$ cat src/rtl/ball_pkg.sv
// Shared constants and the per-ball state record for the ball motion scheduler.
package ball_pkg;

  localparam int unsigned COORD_W = 7;

  localparam int unsigned H_MIN = 10;
  localparam int unsigned H_MAX = 70;
  localparam int unsigned V_MIN = 10;
  localparam int unsigned V_MAX = 50;

  localparam logic [COORD_W-1:0] RESET_POS = 7'd32;

  localparam logic [0:0] ST_IDLE  = 1'b0;
  localparam logic [0:0] ST_SWEEP = 1'b1;

  typedef struct packed {
    logic [COORD_W-1:0] h;
    logic [COORD_W-1:0] v;
    logic               dh;
    logic               dv;
  } ball_t;

endpackage

$ cat src/rtl/ball_step.sv
// Combinational bounce-then-move for one ball on both axes.
module ball_step
  import ball_pkg::*;
#(
  parameter int unsigned MIN_H = H_MIN,
  parameter int unsigned MAX_H = H_MAX,
  parameter int unsigned MIN_V = V_MIN,
  parameter int unsigned MAX_V = V_MAX
) (
  input  ball_t cur,
  output ball_t nxt_c
);

  logic dh_c;
  logic dv_c;

  // Direction flips before the move so a bounce never overshoots by two.
  always_comb begin
    dh_c = cur.dh;
    dv_c = cur.dv;
    if (cur.h < COORD_W'(MIN_H))      dh_c = 1'b1;
    else if (cur.h > COORD_W'(MAX_H)) dh_c = 1'b0;
    if (cur.v < COORD_W'(MIN_V))      dv_c = 1'b1;
    else if (cur.v > COORD_W'(MAX_V)) dv_c = 1'b0;

    nxt_c    = cur;
    nxt_c.dh = dh_c;
    nxt_c.dv = dv_c;
    nxt_c.h  = dh_c ? cur.h + COORD_W'(1) : cur.h - COORD_W'(1);
    nxt_c.v  = dv_c ? cur.v + COORD_W'(1) : cur.v - COORD_W'(1);
  end

endmodule

$ cat src/rtl/ball_motion_scheduler.sv
// Round-robin ball position updater: prescaled frame ticks trigger sweeps that
// step one ball per cycle through a shared ball_step; load and read ports on the side.
module ball_motion_scheduler
  import ball_pkg::*;
#(
  parameter int unsigned NUM_BALLS = 4,
  parameter int unsigned IDX_W     = 2,
  parameter int unsigned CNT_W     = 21
) (
  input  logic               clk,
  input  logic               reset,
  input  logic               frame_tick,
  input  logic [CNT_W-1:0]   top,
  input  logic               init_valid,
  output logic               init_ready,
  input  logic [IDX_W-1:0]   init_idx,
  input  logic [COORD_W-1:0] init_h,
  input  logic [COORD_W-1:0] init_v,
  input  logic               init_dh,
  input  logic               init_dv,
  input  logic [IDX_W-1:0]   rd_idx,
  output logic [COORD_W-1:0] rd_h,
  output logic [COORD_W-1:0] rd_v,
  output logic               busy,
  output logic               sweep_done,
  output logic               overrun
);

  localparam logic [IDX_W-1:0] LAST_IDX = IDX_W'(NUM_BALLS - 1);

  ball_t            balls [NUM_BALLS];
  ball_t            step_c;
  logic [CNT_W-1:0] cnt;
  logic [0:0]       state;
  logic [0:0]       state_nxt;
  logic [IDX_W-1:0] ptr;
  logic [IDX_W-1:0] ptr_nxt;
  logic             pending;
  logic             pending_nxt;
  logic             overrun_nxt;
  logic             trig_c;
  logic             load_c;
  logic             sweep_we_c;
  logic             last_c;

  assign trig_c     = frame_tick && (cnt == top);
  assign load_c     = init_valid && init_ready;
  assign sweep_we_c = (state == ST_SWEEP);
  assign last_c     = sweep_we_c && (ptr == LAST_IDX);

  ball_step u_step (
    .cur   (balls[ptr]),
    .nxt_c (step_c)
  );

  // Next-state: at most one trigger is queued behind a running sweep.
  always_comb begin
    state_nxt   = state;
    ptr_nxt     = ptr;
    pending_nxt = pending;
    overrun_nxt = overrun;
    case (state)
      ST_IDLE: begin
        if (trig_c || pending) begin
          state_nxt   = ST_SWEEP;
          ptr_nxt     = '0;
          pending_nxt = pending && trig_c;
        end
      end
      ST_SWEEP: begin
        ptr_nxt = ptr + IDX_W'(1);
        if (ptr == LAST_IDX) state_nxt = ST_IDLE;
        if (trig_c) begin
          if (pending) overrun_nxt = 1'b1;
          else         pending_nxt = 1'b1;
        end
      end
      default: state_nxt = ST_IDLE;
    endcase
  end

  // Control registers and prescaler.
  always_ff @(posedge clk) begin
    if (reset) begin
      state      <= ST_IDLE;
      ptr        <= '0;
      pending    <= 1'b0;
      overrun    <= 1'b0;
      busy       <= 1'b0;
      init_ready <= 1'b0;
      sweep_done <= 1'b0;
      cnt        <= '0;
    end else begin
      state      <= state_nxt;
      ptr        <= ptr_nxt;
      pending    <= pending_nxt;
      overrun    <= overrun_nxt;
      busy       <= (state_nxt == ST_SWEEP);
      init_ready <= (state_nxt == ST_IDLE);
      sweep_done <= last_c;
      if (frame_tick) cnt <= (cnt == top) ? '0 : cnt + CNT_W'(1);
    end
  end

  // Ball storage and registered read port; sweep and load never overlap.
  always_ff @(posedge clk) begin
    if (reset) begin
      for (int i = 0; i < int'(NUM_BALLS); i++) begin
        balls[i].h  <= RESET_POS;
        balls[i].v  <= RESET_POS;
        balls[i].dh <= 1'(i);
        balls[i].dv <= 1'(i >> 1);
      end
      rd_h <= '0;
      rd_v <= '0;
    end else begin
      rd_h <= balls[rd_idx].h;
      rd_v <= balls[rd_idx].v;
      if (sweep_we_c) begin
        balls[ptr] <= step_c;
      end else if (load_c) begin
        balls[init_idx] <= '{h: init_h, v: init_v, dh: init_dh, dv: init_dv};
      end
    end
  end

endmodule
$ cat config.mk
export PLATFORM = sky130hd
export DESIGN_NAME = ball_motion_scheduler
export DESIGN_NICKNAME = d
export VERILOG_FILES = /design/src/rtl/ball_pkg.sv /design/src/rtl/ball_step.sv /design/src/rtl/ball_motion_scheduler.sv
export SDC_FILE = /design/constraint.sdc
export NUM_CORES = 1
export LEC_CHECK = 0
export ABC_AREA = 1
export CAP_MARGIN = 30
export CORE_MARGIN = 1.5
export CORE_UTILIZATION = 51
export CTS_CLUSTER_DIAMETER = 40
export DETAILED_ROUTE_END_ITERATION = 10
export GPL_TIMING_DRIVEN = 0
export HOLD_SLACK_MARGIN = 0.08
export PLACE_DENSITY = 0.71
export SYNTH_ARGS = -nofsm -noshare
export SYNTH_HDL_FRONTEND = slang
export SYNTH_SLANG_ARGS = --single-unit
$ cat constraint.sdc
create_clock -name clk -period 4.1 [get_ports clk]
set_clock_uncertainty 0.2 [all_clocks]
set_input_delay 1.23 -clock clk [delete_from_list [all_inputs] [get_ports clk]]
set_output_delay 1.23 -clock clk [all_outputs]
set_load 0.02 [all_outputs]
==> run metrics <==
run status complete, no violations; Crit Path Max Fanout 16; worst path buffer plus inverter count 6; maxcap violations 0; Post-Syn Area 5980 sq um; synthesized flop and latch total approximately 110; Syn Area/Cell 8.35 sq um; Worst setup EP type register; cell family with most CP delay buffers and inverters; clock share of power a little over a third; DP Area 6770 sq um; post-detail-place hpwl 11.6 mm; worst-skew pair later-pin latency between 300 and 400 ps; GRT Residual Overflow 0; Final Setup Violations 0; Rel. slew slack between 40% and 50%; die span in y between 100 and 150 um; slowest cell on the critical path clkdlybuf4s50_1; Leak 2.84 nW; Yosys top cell by area edfxtp_1; mux cell area share after synthesis 0.335%; post-route clock period utilization 98.2%; Slew @ Worst Pin 815 ps; Syn Nets 775; DR DRC count 0; pwr/cell area 350 nW/um^2; die area 12400 sq um; port bufs 61; RSZ-0062 raised after global routing false; clock slew at reported path FFs about 70 ps; routed vias 5331; CP Data Required Time 3940 ps; Longest Clk Path Bufs 2; Adder-Cell Fraction of Synth Area around 2.8%; Max Slew Vio Count 0; num ports 63; post-synth cell types between 50 and 60; fin worst setup slack 72.4 ps; largest net degree at the start of global routing 18; Syn Inst Count 717; ANT nets after route 0; routed vias/inst 5.66; critical path class in -> reg; post-synthesis sequential area ratio 46.8%; first-pass GRT wire length 25.7 mm; drt wl/cell 17.3 um; Post-Synth XOR/XNOR Area 3.51%; layout cells sized above 1 12.1%; Worst EP arrival 3870 ps; Core Box Area 11400 sq um; crit path cell chain clkdlybuf4s50_1, inv_4, nand4_4, inv_4, or2_1, o21ai_0, inv_1, nand2_1, nor2_2, inv_1, buf_2, nand2_8; Total Routing Usage GR 26.6%; row cnt 39; Int Pwr 1.88 mW; Comb power frac 15.9%; Synth warnings 0; compound-cell area share of the yosys netlist 13.6%; Startpoint Class primary input; area occupied by multi-input gates about 2800 sq um; fmax 248 MHz; Switching Fraction 25.8%; vias in the first global route a little over 5000; worst vdd ir about 0.24 mV; min Tclk post-route 4030 ps; H-tree Lvls 3; hold buffers post-CTS 0; Fillers 954; EDFF count, synth 64; commonest non-fill, non-tap cells in the layout 117 x nor2_1, 117 x nand2_1, 64 x edfxtp_1; CTS Sinks 108; Setup WS pre-CTS -886 ps; Final Hold Violating Endpoints 0; initial antenna violation count 0; Post-synth top flop edfxtp_1; simple-gate share of the synthesized area around a quarter; post-layout instance area 7230 sq um; Num CTS Buffers 9; gp weighted congestion approximately 0.89; Hold Path Class reg -> reg; Register Area 2800 sq um; Initial Util 52.4%; Reg power frac a little under half; ANT cells 0; drt total wl between 15 and 20 mm; root buffer cell clkbuf_16; combinational family with the most area after synthesis simple AND/OR/NAND/NOR gates; Final #Nets 852; Synth top area share 32.1%; Area contributors post-synth edfxtp_1 32%, dfxtp_1 15%, nand2_1 7.6%, nor2_1 7.5%, o21ai_0 4.5%; ys async rst share 0%; clock tree from TritonCTS built; NetSw 0.652 mW; die boundary width 111 um; Pre-antenna DRT Iters 5; max incr delay on CP 530 ps; synth-to-layout area growth 20.8%; Detailed Route Iter0 Violations 514
## per-stage QoR
stage                     utilization, %  power [mW]  setup TNS, ps  instances  hold slack, ps
after global placement              59.3        1.59         -48630        921             251
after global routing                63.3        2.61              0        942             303
final                               63.3        2.53              0        942             281
after CTS                           62.6        2.52          -4870        937             289
after floorplan                        -        1.46              0        717             259
after detailed placement            59.3        1.61         -53280        921             268
## final cells by class
class	count	area share [%]
sequential	108	38.8
multi-input combinational	510	38.7
timing repair buffer	68	9.52
inverter	70	3.79
clock buffer	9	3.11
tap	143	2.47
buffer	27	2.37
clock inverter	7	1.25
## power groups by stage
stage               clock network (mW)  registers, mW  logic (mW)
floorplan                            0           1.23       0.227
global placement                     0           1.23       0.369
detailed placement                   0           1.23       0.380
CTS                              0.926           1.20       0.391
global route                     0.967           1.21       0.440
finish                           0.925           1.20       0.401
## path summary, 6_finish.rpt
path	start	end	slack, ps	cells after the start
setup / recovery	reset	balls[3][13]	70	12
hold / removal	overrun	overrun	280	1
setup reg to reg	register	balls[1][15]	310	24
hold reg to reg	overrun	overrun	280	1
## kinds of logic (layout without fill, tap and decap cells)
group,Yosys count,after routing
multiplexers,2,2
AND/OR/NAND/NOR,333,333
buffers and inverters,99,181
AO/OA/AOI/OAI,138,138
XOR/XNOR,24,24
flip-flops,108,108
adder cells (fa/ha/maj),13,13
## flip-flops by register name, summed over array words and instances (netlist names), named ones only
register	count
balls	64
ptr	2
rd_h	7
cnt	21
overrun	1
init_ready	1
state	1
sweep_done	1
rd_v	7
pending	1
## metal layers
metal  vias up  global-route usage [%]  routed length, um
met3        46                    3.06               1360
met2       263                    43.9               7760
li1       2557                       -                  -
met1      2465                    34.1               6510
met5         -                       0                  0
met4         0                    14.9                628
## synthesized netlist by cell type, drive strengths merged (2+ instances only)
cell type / n
a211oi: 5
a21oi: 50
a31oi: 2
a32oi: 3
buf: 14
clkbuf: 15
clkinv: 2
dfxtp: 44
edfxtp: 64
ha: 12
inv: 68
mux2i: 2
nand2: 133
nand3: 38
nand3b: 2
nand4: 6
nor2: 121
nor3: 15
nor3b: 5
nor4: 6
o2111ai: 2
o211a: 2
o211ai: 4
o21ai: 62
o22ai: 4
or2: 6
xnor2: 15
xor2: 9
## timing repair
| action | 4_1_cts | 5_1_grt |
|---|---|---|
| setup buffers | 2 | 5 |
| pin swaps | 1 | 2 |
| setup endpoints to repair | 64 | 73 |
| resized for setup | 7 | 11 |
No activity file was read; power rests on OpenSTA's default activity.
